--- src/rtl/hazard_pipe_tracker_if.sv ---
// Signal bundle between the hazard unit / D stage and the pipeline tracker.
// The master drives the D-stage descriptor and stall; the slave returns per-stage fields.
interface hazard_pipe_tracker_if #(
  parameter int STALL_CNT_W  = 32,
  parameter int RETIRE_CNT_W = 32
);
  logic                    stall;
  logic                    d_valid;
  logic [4:0]              d_rs;
  logic [4:0]              d_rt;
  logic [4:0]              d_write_reg;
  logic                    d_write_enable;
  logic                    d_mem_to_reg;

  logic                    fd_enable;

  logic                    e_valid;
  logic [4:0]              e_rs;
  logic [4:0]              e_rt;
  logic [4:0]              e_write_reg;
  logic                    e_write_enable;
  logic                    e_mem_to_reg;

  logic                    m_valid;
  logic [4:0]              m_rs;
  logic [4:0]              m_rt;
  logic [4:0]              m_write_reg;
  logic                    m_write_enable;
  logic                    m_mem_to_reg;

  logic                    w_valid;
  logic [4:0]              w_write_reg;
  logic                    w_write_enable;

  logic [STALL_CNT_W-1:0]  stall_cycles;
  logic [RETIRE_CNT_W-1:0] retired;

  modport master (
    output stall, d_valid, d_rs, d_rt, d_write_reg, d_write_enable, d_mem_to_reg,
    input  fd_enable,
    input  e_valid, e_rs, e_rt, e_write_reg, e_write_enable, e_mem_to_reg,
    input  m_valid, m_rs, m_rt, m_write_reg, m_write_enable, m_mem_to_reg,
    input  w_valid, w_write_reg, w_write_enable,
    input  stall_cycles, retired
  );

  modport slave (
    input  stall, d_valid, d_rs, d_rt, d_write_reg, d_write_enable, d_mem_to_reg,
    output fd_enable,
    output e_valid, e_rs, e_rt, e_write_reg, e_write_enable, e_mem_to_reg,
    output m_valid, m_rs, m_rt, m_write_reg, m_write_enable, m_mem_to_reg,
    output w_valid, w_write_reg, w_write_enable,
    output stall_cycles, retired
  );
endinterface

--- src/rtl/hazard_pipe_tracker.sv ---
// Carries D-stage register-usage descriptors through E/M/W for the hazard unit,
// inserts bubbles into E on stall, and keeps saturating stall/retire counters.
module hazard_pipe_tracker #(
  parameter int STALL_CNT_W  = 32,
  parameter int RETIRE_CNT_W = 32
) (
  input  logic                  clk,
  input  logic                  rst_n,
  hazard_pipe_tracker_if.slave  bus
);

  typedef struct packed {
    logic       valid;
    logic [4:0] rs;
    logic [4:0] rt;
    logic [4:0] write_reg;
    logic       write_enable;
    logic       mem_to_reg;
  } stage_t;

  typedef struct packed {
    logic       valid;
    logic [4:0] write_reg;
    logic       write_enable;
  } wb_stage_t;

  stage_t                  r_e;
  stage_t                  r_m;
  wb_stage_t               r_w;
  logic [STALL_CNT_W-1:0]  r_stall_cycles;
  logic [RETIRE_CNT_W-1:0] r_retired;

  stage_t                  w_d_cap;
  logic                    w_d_we;

  // A stall or an empty D slot both become an all-zero bubble; $0 never reports a write.
  always_comb begin
    w_d_cap = '0;
    w_d_we  = bus.d_valid & bus.d_write_enable & (bus.d_write_reg != 5'd0);
    if (bus.d_valid && !bus.stall) begin
      w_d_cap.valid        = 1'b1;
      w_d_cap.rs           = bus.d_rs;
      w_d_cap.rt           = bus.d_rt;
      w_d_cap.write_reg    = bus.d_write_reg;
      w_d_cap.write_enable = w_d_we;
      w_d_cap.mem_to_reg   = bus.d_mem_to_reg & w_d_we;
    end
  end

  // NOTE: non-blocking assignments let every stage sample the previous stage's old value.
  always_ff @(posedge clk or negedge rst_n) begin
    if (!rst_n) begin
      r_e            <= '0;
      r_m            <= '0;
      r_w            <= '0;
      r_stall_cycles <= '0;
      r_retired      <= '0;
    end else begin
      r_e               <= w_d_cap;
      r_m               <= r_e;
      r_w.valid         <= r_m.valid;
      r_w.write_reg     <= r_m.write_reg;
      r_w.write_enable  <= r_m.write_enable;
      if (bus.stall && (r_stall_cycles != '1)) begin
        r_stall_cycles <= r_stall_cycles + 1'b1;
      end
      if (r_w.valid && (r_retired != '1)) begin
        r_retired <= r_retired + 1'b1;
      end
    end
  end

  // Unregistered so IF/ID freezes in the same cycle the hazard unit raises stall.
  assign bus.fd_enable      = ~bus.stall;

  assign bus.e_valid        = r_e.valid;
  assign bus.e_rs           = r_e.rs;
  assign bus.e_rt           = r_e.rt;
  assign bus.e_write_reg    = r_e.write_reg;
  assign bus.e_write_enable = r_e.write_enable;
  assign bus.e_mem_to_reg   = r_e.mem_to_reg;

  assign bus.m_valid        = r_m.valid;
  assign bus.m_rs           = r_m.rs;
  assign bus.m_rt           = r_m.rt;
  assign bus.m_write_reg    = r_m.write_reg;
  assign bus.m_write_enable = r_m.write_enable;
  assign bus.m_mem_to_reg   = r_m.mem_to_reg;

  assign bus.w_valid        = r_w.valid;
  assign bus.w_write_reg    = r_w.write_reg;
  assign bus.w_write_enable = r_w.write_enable;

  assign bus.stall_cycles   = r_stall_cycles;
  assign bus.retired        = r_retired;

endmodule
--- src/flat_wrapper.sv ---
// flat-port wrapper written by rule: the top's interface ports become plain ports
module hazard_pipe_tracker_flat 
#(
  parameter int STALL_CNT_W  = 32,
  parameter int RETIRE_CNT_W = 32
)
  (clk, rst_n, bus_stall, bus_d_valid, bus_d_rs, bus_d_rt, bus_d_write_reg, bus_d_write_enable, bus_d_mem_to_reg, bus_fd_enable, bus_e_valid, bus_e_rs, bus_e_rt, bus_e_write_reg, bus_e_write_enable, bus_e_mem_to_reg, bus_m_valid, bus_m_rs, bus_m_rt, bus_m_write_reg, bus_m_write_enable, bus_m_mem_to_reg, bus_w_valid, bus_w_write_reg, bus_w_write_enable, bus_stall_cycles, bus_retired);
  hazard_pipe_tracker_if #(.STALL_CNT_W(STALL_CNT_W), .RETIRE_CNT_W(RETIRE_CNT_W)) bus_i ();
  input  logic clk;
  input  logic rst_n;
  input wire logic [$bits(bus_i.stall)-1:0] bus_stall;
  input wire logic [$bits(bus_i.d_valid)-1:0] bus_d_valid;
  input wire logic [$bits(bus_i.d_rs)-1:0] bus_d_rs;
  input wire logic [$bits(bus_i.d_rt)-1:0] bus_d_rt;
  input wire logic [$bits(bus_i.d_write_reg)-1:0] bus_d_write_reg;
  input wire logic [$bits(bus_i.d_write_enable)-1:0] bus_d_write_enable;
  input wire logic [$bits(bus_i.d_mem_to_reg)-1:0] bus_d_mem_to_reg;
  output wire logic [$bits(bus_i.fd_enable)-1:0] bus_fd_enable;
  output wire logic [$bits(bus_i.e_valid)-1:0] bus_e_valid;
  output wire logic [$bits(bus_i.e_rs)-1:0] bus_e_rs;
  output wire logic [$bits(bus_i.e_rt)-1:0] bus_e_rt;
  output wire logic [$bits(bus_i.e_write_reg)-1:0] bus_e_write_reg;
  output wire logic [$bits(bus_i.e_write_enable)-1:0] bus_e_write_enable;
  output wire logic [$bits(bus_i.e_mem_to_reg)-1:0] bus_e_mem_to_reg;
  output wire logic [$bits(bus_i.m_valid)-1:0] bus_m_valid;
  output wire logic [$bits(bus_i.m_rs)-1:0] bus_m_rs;
  output wire logic [$bits(bus_i.m_rt)-1:0] bus_m_rt;
  output wire logic [$bits(bus_i.m_write_reg)-1:0] bus_m_write_reg;
  output wire logic [$bits(bus_i.m_write_enable)-1:0] bus_m_write_enable;
  output wire logic [$bits(bus_i.m_mem_to_reg)-1:0] bus_m_mem_to_reg;
  output wire logic [$bits(bus_i.w_valid)-1:0] bus_w_valid;
  output wire logic [$bits(bus_i.w_write_reg)-1:0] bus_w_write_reg;
  output wire logic [$bits(bus_i.w_write_enable)-1:0] bus_w_write_enable;
  output wire logic [$bits(bus_i.stall_cycles)-1:0] bus_stall_cycles;
  output wire logic [$bits(bus_i.retired)-1:0] bus_retired;
  assign bus_i.stall = bus_stall;
  assign bus_i.d_valid = bus_d_valid;
  assign bus_i.d_rs = bus_d_rs;
  assign bus_i.d_rt = bus_d_rt;
  assign bus_i.d_write_reg = bus_d_write_reg;
  assign bus_i.d_write_enable = bus_d_write_enable;
  assign bus_i.d_mem_to_reg = bus_d_mem_to_reg;
  assign bus_fd_enable = bus_i.fd_enable;
  assign bus_e_valid = bus_i.e_valid;
  assign bus_e_rs = bus_i.e_rs;
  assign bus_e_rt = bus_i.e_rt;
  assign bus_e_write_reg = bus_i.e_write_reg;
  assign bus_e_write_enable = bus_i.e_write_enable;
  assign bus_e_mem_to_reg = bus_i.e_mem_to_reg;
  assign bus_m_valid = bus_i.m_valid;
  assign bus_m_rs = bus_i.m_rs;
  assign bus_m_rt = bus_i.m_rt;
  assign bus_m_write_reg = bus_i.m_write_reg;
  assign bus_m_write_enable = bus_i.m_write_enable;
  assign bus_m_mem_to_reg = bus_i.m_mem_to_reg;
  assign bus_w_valid = bus_i.w_valid;
  assign bus_w_write_reg = bus_i.w_write_reg;
  assign bus_w_write_enable = bus_i.w_write_enable;
  assign bus_stall_cycles = bus_i.stall_cycles;
  assign bus_retired = bus_i.retired;
  hazard_pipe_tracker #(.STALL_CNT_W(STALL_CNT_W), .RETIRE_CNT_W(RETIRE_CNT_W)) u_core (.clk(clk), .rst_n(rst_n), .bus(bus_i));
endmodule
--- config.mk ---
export PLATFORM = sky130hd
export DESIGN_NAME = hazard_pipe_tracker_flat
export DESIGN_NICKNAME = d
export VERILOG_FILES = /design/src/rtl/hazard_pipe_tracker_if.sv /design/src/rtl/hazard_pipe_tracker.sv /design/src/flat_wrapper.sv
export SDC_FILE = /design/constraint.sdc
export NUM_CORES = 1
export LEC_CHECK = 0
export BUFFER_PORTS_ARGS = -buffer_cell sky130_fd_sc_hd__buf_2
export CORE_UTILIZATION = 38
export CTS_CLUSTER_SIZE = 24
export DETAILED_ROUTE_END_ITERATION = 6
export HOLD_SLACK_MARGIN = 0.08
export SYNTH_ARGS = -nofsm -noshare
export SYNTH_HDL_FRONTEND = slang
export SYNTH_SLANG_ARGS = --single-unit
--- constraint.sdc ---
create_clock -name clk -period 2.7 [get_ports clk]
set_input_delay 0.135 -clock clk [delete_from_list [all_inputs] [get_ports clk]]
set_output_delay 0.135 -clock clk [all_outputs]
set_load 0.03 [all_outputs]
==> results.ini <==
[run_status]
status=complete, no violations

[critical_path]
cp-end-kind=flop
reg2reg_depth=6
crit_path_start_kind=flop
slowest_delay_ns=0.43
path_cells=and3_1 -> and4_1 -> a31oi_1 -> buf_4 -> or3b_1 -> xnor2_1
crit_required_ns=2.93
cp.depth=6
cp_top_family=simple AND/OR/NAND/NOR gates
crit_type=flop to flop
cpMaxStageDelayCell=dfrtp_1
path_max_fanout=11
crit_arrival_ns=2.21
worst-path-buf-inv=1

[synth]
yosys_warnings=0
ys_types=40
synth_edf_count=0
synthSimpleGateAreaFrac_pct=20.7
synthAdderAreaFrac_pct=0.583
synth_xor_area_share_pct=11.4
synth_top_area_share_pct=62.4
synthMuxAreaShare_pct=0.525
ys_seq_area_share_pct=62.4
synth.avg_cell_area_um2=12.7
synth_top_area_cell=dfrtp_1
netlist_instances=339
synthFlopType=dfrtp_1
synth_compound_area_share_pct=3.38
ys_async_sr_fraction_pct=100
synth_top_family_by_area=simple AND/OR/NAND/NOR gates
synth-seq-cells=107
synthTopCellsByArea=dfrtp_1, xnor2_1, nand3_1
syn_area_um2=4290
syn_nets=362

[pwr]
vdd_ir_drop_max_mv=0.503
leakagePower_nw=2.85
fin_total_pwr_mw=3.66
power_density_nw_per_um2=660

[place]
gp_congestion=0.881
post_dp_cell_area_um2=5100
dpl.hpwl_um=6760
place_inst=602
portBuffers=128

[clock_network]
clk_path_buf_depth=2
worstSkewPairLatency_ns=0.34
cts_tree=done
postCtsSetupBuffers=0
cts.sinks=107
root_buffer=clkbuf_16
cts_buffers=9
cts_resized=0
cts.htree.levels=3
clk_pin_slew_ns=0.07

[global_routing]
overflow=0
antenna_found_initial=0
grt_pass1_wl_um=15300
grt_max_degree=60
first_global_vias=3066
grt.total_usage_pct=17.1

[finish]
n_fill_cell=1008
final_area_um2=5550
final_common_cell=buf_2
drive_gt1_share_pct=31.2
n_antenna_cell=0
finalNonFillerCells=634
area_delta_synth_final_pct=29.5
fin_util_pct=50.8
final_nets=514
mostFrequentLayoutCells=buf_2, dfrtp_1, xnor2_1, nand3_1, nand4_1

[detailed_routing]
first_pass_iters=4
drt_first_iter_violations=111
viasPerCell=5.03
route.detailed.drc=0
wl_um=9560
via_count=3188
wl_per_cell_um=15.1
ant_nets=0

[timing]
setup_viol=0
period_share_pct=73.5
fin_crit_ns=1.98
fin_tns_setup_ns=0
fin_skew_ns=0.00622
fmax_ghz=0.504
relSlewSlack_pct=37.8
rsz0062_at_grt=no
hold_viol_final=0
worstMarginPinSlew_ns=0.931
slew_violations=0

[min_path]
whs_path_depth=3
hold_path.class=input port to flop

[die]
core-area_um2=10900
initial_core_util_pct=39.2
fp.dieH_um=108
fp-row-count=38
io-pin-count=129
dieWidth_um=108
die-area_um2=11700

[job]
maxCapViolations=0

[worst paths after layout]
check / slack (ns) / startpoint / end
setup / recovery: 0.72 / u_core.bus.stall_cycles[27] / u_core.bus.stall_cycles[17]
hold / removal: 0.15 / bus_stall / u_core.bus.stall_cycles[24]
setup reg to reg: 0.72 / u_core.bus.stall_cycles[27] / u_core.bus.stall_cycles[17]
hold reg to reg: 0.37 / u_core.bus.m_write_reg[4] / u_core.bus.w_write_reg[4]
max in group asynchronous: 1.61 / rst_n / u_core.bus.stall_cycles[11]
min in group asynchronous: 0.36 / rst_n / u_core.bus.m_rt[4]
[layer usage]
| layer | part of all wire (%) | global-route usage (%) | routed length, µm |
|---|---|---|---|
| met1 | 43 | 22.1 | 4120 |
| met2 | 49 | 27.8 | 4700 |
| met3 | 5.8 | 3.25 | 553 |
| met4 | 2.0 | 7.82 | 187 |
| met5 | 0 | 0 | 0 |
[area by class of cell]
cell class,instances,area [µm²],share of cell area [%]
repair buffers,148,851,15.3
well taps,140,175,3.15
clock buffers,11,243,4.37
clock inverters,3,26.3,0.473
flip-flops and latches,107,2680,48.2
inverters,3,11.3,0.203
multi-input cells,222,1570,28.3
[synth_stat cells, drive strengths merged, types with 2 or more instances]
cell	number
nand4	24
nand3	29
nor2	12
dfrtp	107
ha	2
mux2	2
a21oi	3
nor3	2
xnor2	51
and4	12
buf	4
and3	17
or3b	2
clkbuf	3
inv	3
a31oi	5
and2	18
nand2	20
xor2	5
nand4b	3
[worst register-to-register path: stages, from the launching register on]
cell	delay (ns)
dfrtp_1	0.43
and3_1	0.23
and4_1	0.31
a31oi_1	0.20
buf_4	0.20
or3b_1	0.38
xnor2_1	0.13
[what timing repair did]
item                                    4_1_cts  5_1_grt
endpoints found under the setup margin        0        0
hold endpoints to repair                     65        0
hold buffers                                 18        0
[power by group]
group / leakage (nW) / internal [mW] / switching, mW
clock: 0.132 / 0.646 / 0.559
combinational: 1.27 / 0.202 / 0.405
sequential: 1.45 / 1.72 / 0.135
[cell families (layout without fill, tap and decap cells)]
kind of cell,after synthesis,in the layout
flip-flops,107,107
adder cells (fa/ha/maj),2,2
multiplexers,2,2
XOR/XNOR,56,56
buffers and inverters,10,165
AND/OR/NAND/NOR,144,144
AO/OA/AOI/OAI,18,18
[per-stage QoR]
step | setup WS [ns] | hold slack [ns]
4_1_cts | 0.715 | 0.142
3_5_place_dp | 0.723 | 0.209
5_1_grt | 0.556 | 0.180
3_3_place_gp | 0.760 | 0.200
6_report | 0.716 | 0.150
2_1_floorplan | 0.718 | -0.161
Power figures use the tool's default switching activity.
